==> src/rtl/axi4_sram_bridge.sv <==
// axi4_sram_bridge
// AXI4 slave in front of a dual-port SRAM macro (W0 masked write port, R0 read
// port with one cycle of read latency). Read and write bursts are serialised.
// Every burst is INCR of 64-bit beats, and both directions sustain one beat per cycle.
//
// Ports:
//   clock, reset         sole clock; asynchronous active-high reset
//   aw*/w*/b*            AXI4 write address, write data and write response channels
//   ar*/r*               AXI4 read address and read data channels
//   W0_*                 SRAM write port (clock, word address, enable, data, byte mask)
//   R0_*                 SRAM read port (clock, word address, enable, returned data)
module axi4_sram_bridge #(
    parameter int unsigned ADDR_BITS = 25,
    parameter int unsigned ID_BITS   = 4
) (
    input  logic                 clock,
    input  logic                 reset,
    input  logic                 awvalid,
    output logic                 awready,
    input  logic [ADDR_BITS+2:0] awaddr,
    input  logic [7:0]           awlen,
    input  logic [ID_BITS-1:0]   awid,
    input  logic                 wvalid,
    output logic                 wready,
    input  logic [63:0]          wdata,
    input  logic [7:0]           wstrb,
    input  logic                 wlast,
    output logic                 bvalid,
    input  logic                 bready,
    output logic [ID_BITS-1:0]   bid,
    output logic [1:0]           bresp,
    input  logic                 arvalid,
    output logic                 arready,
    input  logic [ADDR_BITS+2:0] araddr,
    input  logic [7:0]           arlen,
    input  logic [ID_BITS-1:0]   arid,
    output logic                 rvalid,
    input  logic                 rready,
    output logic [63:0]          rdata,
    output logic [ID_BITS-1:0]   rid,
    output logic [1:0]           rresp,
    output logic                 rlast,
    output logic                 W0_clk,
    output logic [ADDR_BITS-1:0] W0_addr,
    output logic                 W0_en,
    output logic [63:0]          W0_data,
    output logic [7:0]           W0_mask,
    output logic                 R0_clk,
    output logic [ADDR_BITS-1:0] R0_addr,
    output logic                 R0_en,
    input  logic [63:0]          R0_data
);

    typedef enum logic [1:0] {StIdle, StRead, StWrite, StWresp} state_e;

    state_e               state_q, state_d;
    logic                 prio_q, prio_d;      // 0: read wins a tie, 1: write wins
    logic [ID_BITS-1:0]   id_q, id_d;
    logic [7:0]           len_q, len_d;
    logic [ADDR_BITS-1:0] addr_q, addr_d;
    logic [8:0]           cnt_q, cnt_d;        // beats issued (read) / accepted (write)

    // Read return path: one read may be in flight in the SRAM, its data lands in a
    // 2-entry FIFO unless it can be handed straight to the R channel.
    logic                 inflight_q, inflight_last_q;
    logic [63:0]          fifo_data_q [2];
    logic                 fifo_last_q [2];
    logic                 rd_ptr_q, wr_ptr_q;
    logic [1:0]           count_q;

    logic                 fifo_empty, head_last, deq, push, pop, issue, read_sel;
    logic [2:0]           occ;
    logic                 unused_bits;

    assign unused_bits = ^{awaddr[2:0], araddr[2:0], wlast};

    assign fifo_empty = (count_q == 2'd0);
    assign rvalid     = !fifo_empty || inflight_q;
    // Empty FIFO: the SRAM output is forwarded directly so a read costs two cycles.
    assign rdata      = !fifo_empty ? fifo_data_q[rd_ptr_q] : (inflight_q ? R0_data : '0);
    assign head_last  = !fifo_empty ? fifo_last_q[rd_ptr_q] : inflight_last_q;
    assign rlast      = rvalid && head_last;
    assign rid        = id_q;
    assign rresp      = 2'b00;
    assign bid        = id_q;
    assign bresp      = 2'b00;

    assign deq  = rvalid && rready;
    assign push = inflight_q && !(fifo_empty && deq);
    assign pop  = deq && !fifo_empty;
    // Entries that will still be held next cycle; a new issue needs room for one more.
    assign occ   = 3'(count_q) + 3'(inflight_q) - 3'(deq);
    assign issue = (state_q == StRead) && (cnt_q <= {1'b0, len_q}) && (occ <= 3'd1);

    assign read_sel = arvalid && (!awvalid || !prio_q);

    assign W0_clk  = clock;
    assign R0_clk  = clock;
    assign W0_addr = addr_q;
    assign R0_addr = addr_q;
    assign W0_data = wdata;
    assign W0_mask = wstrb;

    always_comb begin
        state_d = state_q;
        prio_d  = prio_q;
        id_d    = id_q;
        len_d   = len_q;
        addr_d  = addr_q;
        cnt_d   = cnt_q;
        arready = 1'b0;
        awready = 1'b0;
        wready  = 1'b0;
        bvalid  = 1'b0;
        R0_en   = 1'b0;
        W0_en   = 1'b0;
        unique case (state_q)
            StIdle: begin
                // The tie-break pointer only moves when both requests competed.
                if (read_sel) begin
                    arready = 1'b1;
                    state_d = StRead;
                    id_d    = arid;
                    len_d   = arlen;
                    addr_d  = araddr[ADDR_BITS+2:3];
                    cnt_d   = 9'd0;
                    if (awvalid) prio_d = 1'b1;
                end else if (awvalid) begin
                    awready = 1'b1;
                    state_d = StWrite;
                    id_d    = awid;
                    len_d   = awlen;
                    addr_d  = awaddr[ADDR_BITS+2:3];
                    cnt_d   = 9'd0;
                    if (arvalid) prio_d = 1'b0;
                end
            end
            StRead: begin
                if (issue) begin
                    R0_en  = 1'b1;
                    addr_d = addr_q + ADDR_BITS'(1);
                    cnt_d  = cnt_q + 9'd1;
                end
                if (deq && head_last) state_d = StIdle;
            end
            StWrite: begin
                wready = 1'b1;
                if (wvalid) begin
                    W0_en  = 1'b1;
                    addr_d = addr_q + ADDR_BITS'(1);
                    cnt_d  = cnt_q + 9'd1;
                    // Beat count alone ends the burst; wlast is not consulted.
                    if (cnt_q[7:0] == len_q) state_d = StWresp;
                end
            end
            StWresp: begin
                bvalid = 1'b1;
                if (bready) state_d = StIdle;
            end
            default: state_d = StIdle;
        endcase
    end

    always_ff @(posedge clock or posedge reset) begin
        if (reset) begin
            state_q         <= StIdle;
            prio_q          <= 1'b0;
            id_q            <= '0;
            len_q           <= '0;
            addr_q          <= '0;
            cnt_q           <= '0;
            inflight_q      <= 1'b0;
            inflight_last_q <= 1'b0;
            fifo_data_q[0]  <= '0;
            fifo_data_q[1]  <= '0;
            fifo_last_q[0]  <= 1'b0;
            fifo_last_q[1]  <= 1'b0;
            rd_ptr_q        <= 1'b0;
            wr_ptr_q        <= 1'b0;
            count_q         <= 2'd0;
        end else begin
            state_q         <= state_d;
            prio_q          <= prio_d;
            id_q            <= id_d;
            len_q           <= len_d;
            addr_q          <= addr_d;
            cnt_q           <= cnt_d;
            inflight_q      <= R0_en;
            inflight_last_q <= R0_en && (cnt_q == {1'b0, len_q});
            if (push) begin
                fifo_data_q[wr_ptr_q] <= R0_data;
                fifo_last_q[wr_ptr_q] <= inflight_last_q;
                wr_ptr_q              <= !wr_ptr_q;
            end
            if (pop) rd_ptr_q <= !rd_ptr_q;
            count_q <= count_q + 2'(push) - 2'(pop);
        end
    end

endmodule

==> config.mk <==
export PLATFORM = sky130hd
export DESIGN_NAME = axi4_sram_bridge
export DESIGN_NICKNAME = d
export VERILOG_FILES = /design/src/rtl/axi4_sram_bridge.sv
export SDC_FILE = /design/constraint.sdc
export NUM_CORES = 1
export LEC_CHECK = 0
export ABC_AREA = 1
export ABC_CLOCK_PERIOD_IN_PS = 13340
export CAP_MARGIN = 20
export CORE_MARGIN = 2
export CORE_UTILIZATION = 25
export DETAILED_ROUTE_END_ITERATION = 12
export PLACE_DENSITY = 0.59
export SLEW_MARGIN = 20
export SYNTH_ARGS = -nofsm -noshare
export SYNTH_HDL_FRONTEND = slang
export SYNTH_SLANG_ARGS = --single-unit
==> constraint.sdc <==
create_clock -name clock -period 13.34 [get_ports clock]
set_input_delay 2.668 -clock clock [delete_from_list [all_inputs] [get_ports clock]]
set_output_delay 2.668 -clock clock [all_outputs]
set_load 0.02 [all_outputs]
==> reports/metrics.csv <==
stage,metric,value,unit
status,status,finished clean,
placed_design,place_congestion,0.913,
layout,diodes,0,
global_route,grt_pass1_vias,9636,
pwr,power,3.61,mW
routing,num_vias,9734,
yosys,ys_warn_count,0,
die,start_util,25.2,%
critical_path,crit_family,buffers and inverters,
timing,maxSlewHeadroom,32.6,%
die,dieArea,44800,um^2
routing,vias_per_cell,4.60,
layout,nets,1797,
timing,hold_viol,0,
timing,slew_violations,0,
global_route,grt_pass1_wl,51500,um
critical_path,crit_type,clk -> out,
clock_tree,cts-hold-fix-buffers,0,
critical_path,critPathMaxStageDelay,0.52,ns
yosys,ys_seq_elements,185,
critical_path,arrival,7.45,ns
placed_design,io_buffers,276,
yosys,ys_seq_area_share,42.9,%
routing,dr.pass1.iters,5,
timing,holdWs,0.478,ns
routing,drt-total-wl,32800,um
yosys,yosys.area.top_type,dfrtp_1,
clock_tree,clkLatencyLatePin,0.59,ns
routing,post-route-drc-count,0,
timing,fin_setup_tns,0,ns
timing,skew,0.0105,ns
timing,rsz0062_at_grt,no,
clock_tree,clkTransAtPathRegs,0.07,ns
yosys,syn-mean-instance-area,7.55,um^2
yosys,ys_types,36,
global_route,grt-ovfl-total,0,
flow_run,drv_cap,0,
clock_tree,cts_tree,built,
pwr,vdd_drop_max,0.101,mV
die,fp-row-count,76,
timing,setup_viol,0,
critical_path,path_buf_inv,3,
routing,wl_per_cell,15.5,um
critical_path,crit_path_end_kind,primary output,
die,die_w,212,um
pwr,powerDensity,260,nW/um^2
die,die_h,212,um
yosys,syn-cell-area,10800,um^2
clock_tree,postCtsSetupRepairBufs,0,
critical_path,path_cells,clkbuf_16 -> clkbuf_16 -> clkdlybuf4s50_1,
die,core_area,42800,um^2
placed_design,place_hpwl,21300,um
global_route,grt_max_degree,113,
yosys,syn_inst,1428,
routing,ant_nets,0,
critical_path,worstPathRequired,10.67,ns
pwr,leakage,6.31,nW
yosys,synth_area_leaders,"dfrtp_1 43%, nand2_1 12%, o21ai_0 8.8%, buf_4 7.5%, nor2_1 5.6%",
layout,syn_to_final_growth,28.8,%
min_path,hp-class,reg -> reg,
routing,drtIter0Drc,575,
die,ios,432,
critical_path,start_kind,clock port,
layout,drive_gt1_share,5.36,%
global_route,antenna_found_initial,1,
layout,fillers,4559,
global_route,grt_use_total,15.0,%
yosys,yosys.area.top_type_share,42.9,%
critical_path,slowest_stage,clkdlybuf4s50_1,
critical_path,crit_fanout,2,
timing,worst_pin_slew,1.01,ns
critical_path,critPathMostFrequentCell,clkbuf_16,
clock_tree,cts_resized,0,
## final timing paths
path | startpoint | end | slack, ns | cells after the start
setup / recovery | clock | W0_clk | 3.22 | 3
hold / removal | fifo_data_q[87] | fifo_data_q[87] | 0.48 | 2
setup reg to reg | count_q[1] | R0_addr[10] | 9.13 | 20
hold reg to reg | fifo_data_q[87] | fifo_data_q[87] | 0.48 | 2
max in group asynchronous | reset | fifo_data_q[64] | 9.25 | 3
min in group asynchronous | reset | fifo_data_q[73] | 2.60 | 2
## flip-flops by register name, indices dropped and copies added, names as in the netlist
register / flops
rd_ptr_q: 1
fifo_last_q: 2
len_q: 8
count_q: 2
fifo_data_q: 128
state_q: 2
R0_addr: 25
cnt_q: 9
inflight_last_q: 1
bid: 4
inflight_q: 1
wr_ptr_q: 1
prio_q: 1
## worst reg2reg max path, cell delays in order (launching register included)
cell,delay (ns)
dfrtp_1,0.46
inv_2,0.08
nand2_4,0.56
inv_4,0.11
nand2_1,0.11
nand2_1,0.09
nor2_1,0.18
o21bai_1,0.14
ha_1,0.17
inv_1,0.05
fa_1,0.48
nand2_1,0.05
nor2_1,0.10
and3_1,0.16
nand2_1,0.08
nand3_1,0.09
nand2_1,0.06
buf_4,0.27
inv_1,0.68
nand2_1,0.15
nand2_1,0.09
## area by class of cell
class | count | area [um^2] | share of cell area (%)
Tap cell | 546 | 683 | 4.92
Clock buffer | 27 | 581 | 4.18
Inverter | 120 | 460 | 3.32
Multi-Input combinational cell | 941 | 4530 | 32.6
Sequential cell | 185 | 4630 | 33.3
Clock inverter | 11 | 185 | 1.33
Timing Repair Buffer | 284 | 2820 | 20.3
## synthesized netlist by cell type, drive strengths merged
master,number
a21oi,12
a31oi,5
and2,1
and3,1
buf,137
clkbuf,48
conb,1
dfrtp,185
fa,1
ha,17
inv,120
nand2,355
nand3,20
nand3b,11
nand4,4
nor2,161
nor3,2
o21a,1
o21ai,254
o21bai,6
o22ai,71
o31ai,1
o32a,1
or2,3
xnor2,4
xor2,6
## cell families after synthesis
logic type | after synthesis | synth area share (%)
AO/OA/AOI/OAI | 351 | 18.3
XOR/XNOR | 10 | 0.812
adder cells (fa/ha/maj) | 18 | 2.16
buffers and inverters | 305 | 15.3
flip-flops | 185 | 42.9
other | 1 | 0.0348
AND/OR/NAND/NOR | 558 | 20.4
## stage by stage
stage | std cells | cell area (um^2) | worst slack (ns) | util, %
detailed placement | 2078 | 13100 | 3.49 | 30.7
finish | 2114 | 13900 | 3.22 | 32.5
CTS | 2114 | 13900 | 3.21 | 32.5
global route | 2114 | 13900 | 3.20 | 32.5
floorplan | 1431 | 10800 | 3.87 | -
global placement | 2078 | 13100 | 3.49 | 30.7
## routing by layer
metal / vias up / wire length (um) / global-route usage, % / part of all wire, %
li1: 4756 / - / - / -
met1: 4604 / 14400 / 18.1 / 44
met2: 328 / 15400 / 24.4 / 47
met3: 44 / 2230 / 4.98 / 6.8
met4: 2 / 745 / 6.80 / 2.3
met5: - / 16 / 0 / 0.049
## power by group
group,switching [mW],leakage (nW),internal [mW],total [mW]
Clock,0.261,0.369,0.388,0.650
Combinational,1.15,3.57,0.825,1.98
Sequential,0.192,2.37,0.795,0.987
Total,1.61,6.31,2.01,3.61
## cells in the final DEF (no fill, tap or decap), drive strengths merged
| cell | instances |
|---|---|
| o32a | 1 |
| or2 | 3 |
| nand2 | 355 |
| nand3 | 20 |
| conb | 4 |
| a31oi | 5 |
| fa | 1 |
| dfrtp | 185 |
| o31ai | 1 |
| nand4 | 4 |
| ha | 17 |
| a21oi | 12 |
| buf | 10 |
| nor3 | 2 |
| inv | 123 |
| bufinv | 4 |
| o21a | 1 |
| xor2 | 6 |
| nor2 | 161 |
| o22ai | 71 |
| nand3b | 11 |
| o21bai | 6 |
| and2 | 1 |
| o21ai | 254 |
| clkbuf | 25 |
| and3 | 1 |
| clkinvlp | 1 |
| clkdlybuf4s50 | 276 |
| clkinv | 3 |
| xnor2 | 4 |
(Power assumes the default switching activity.)
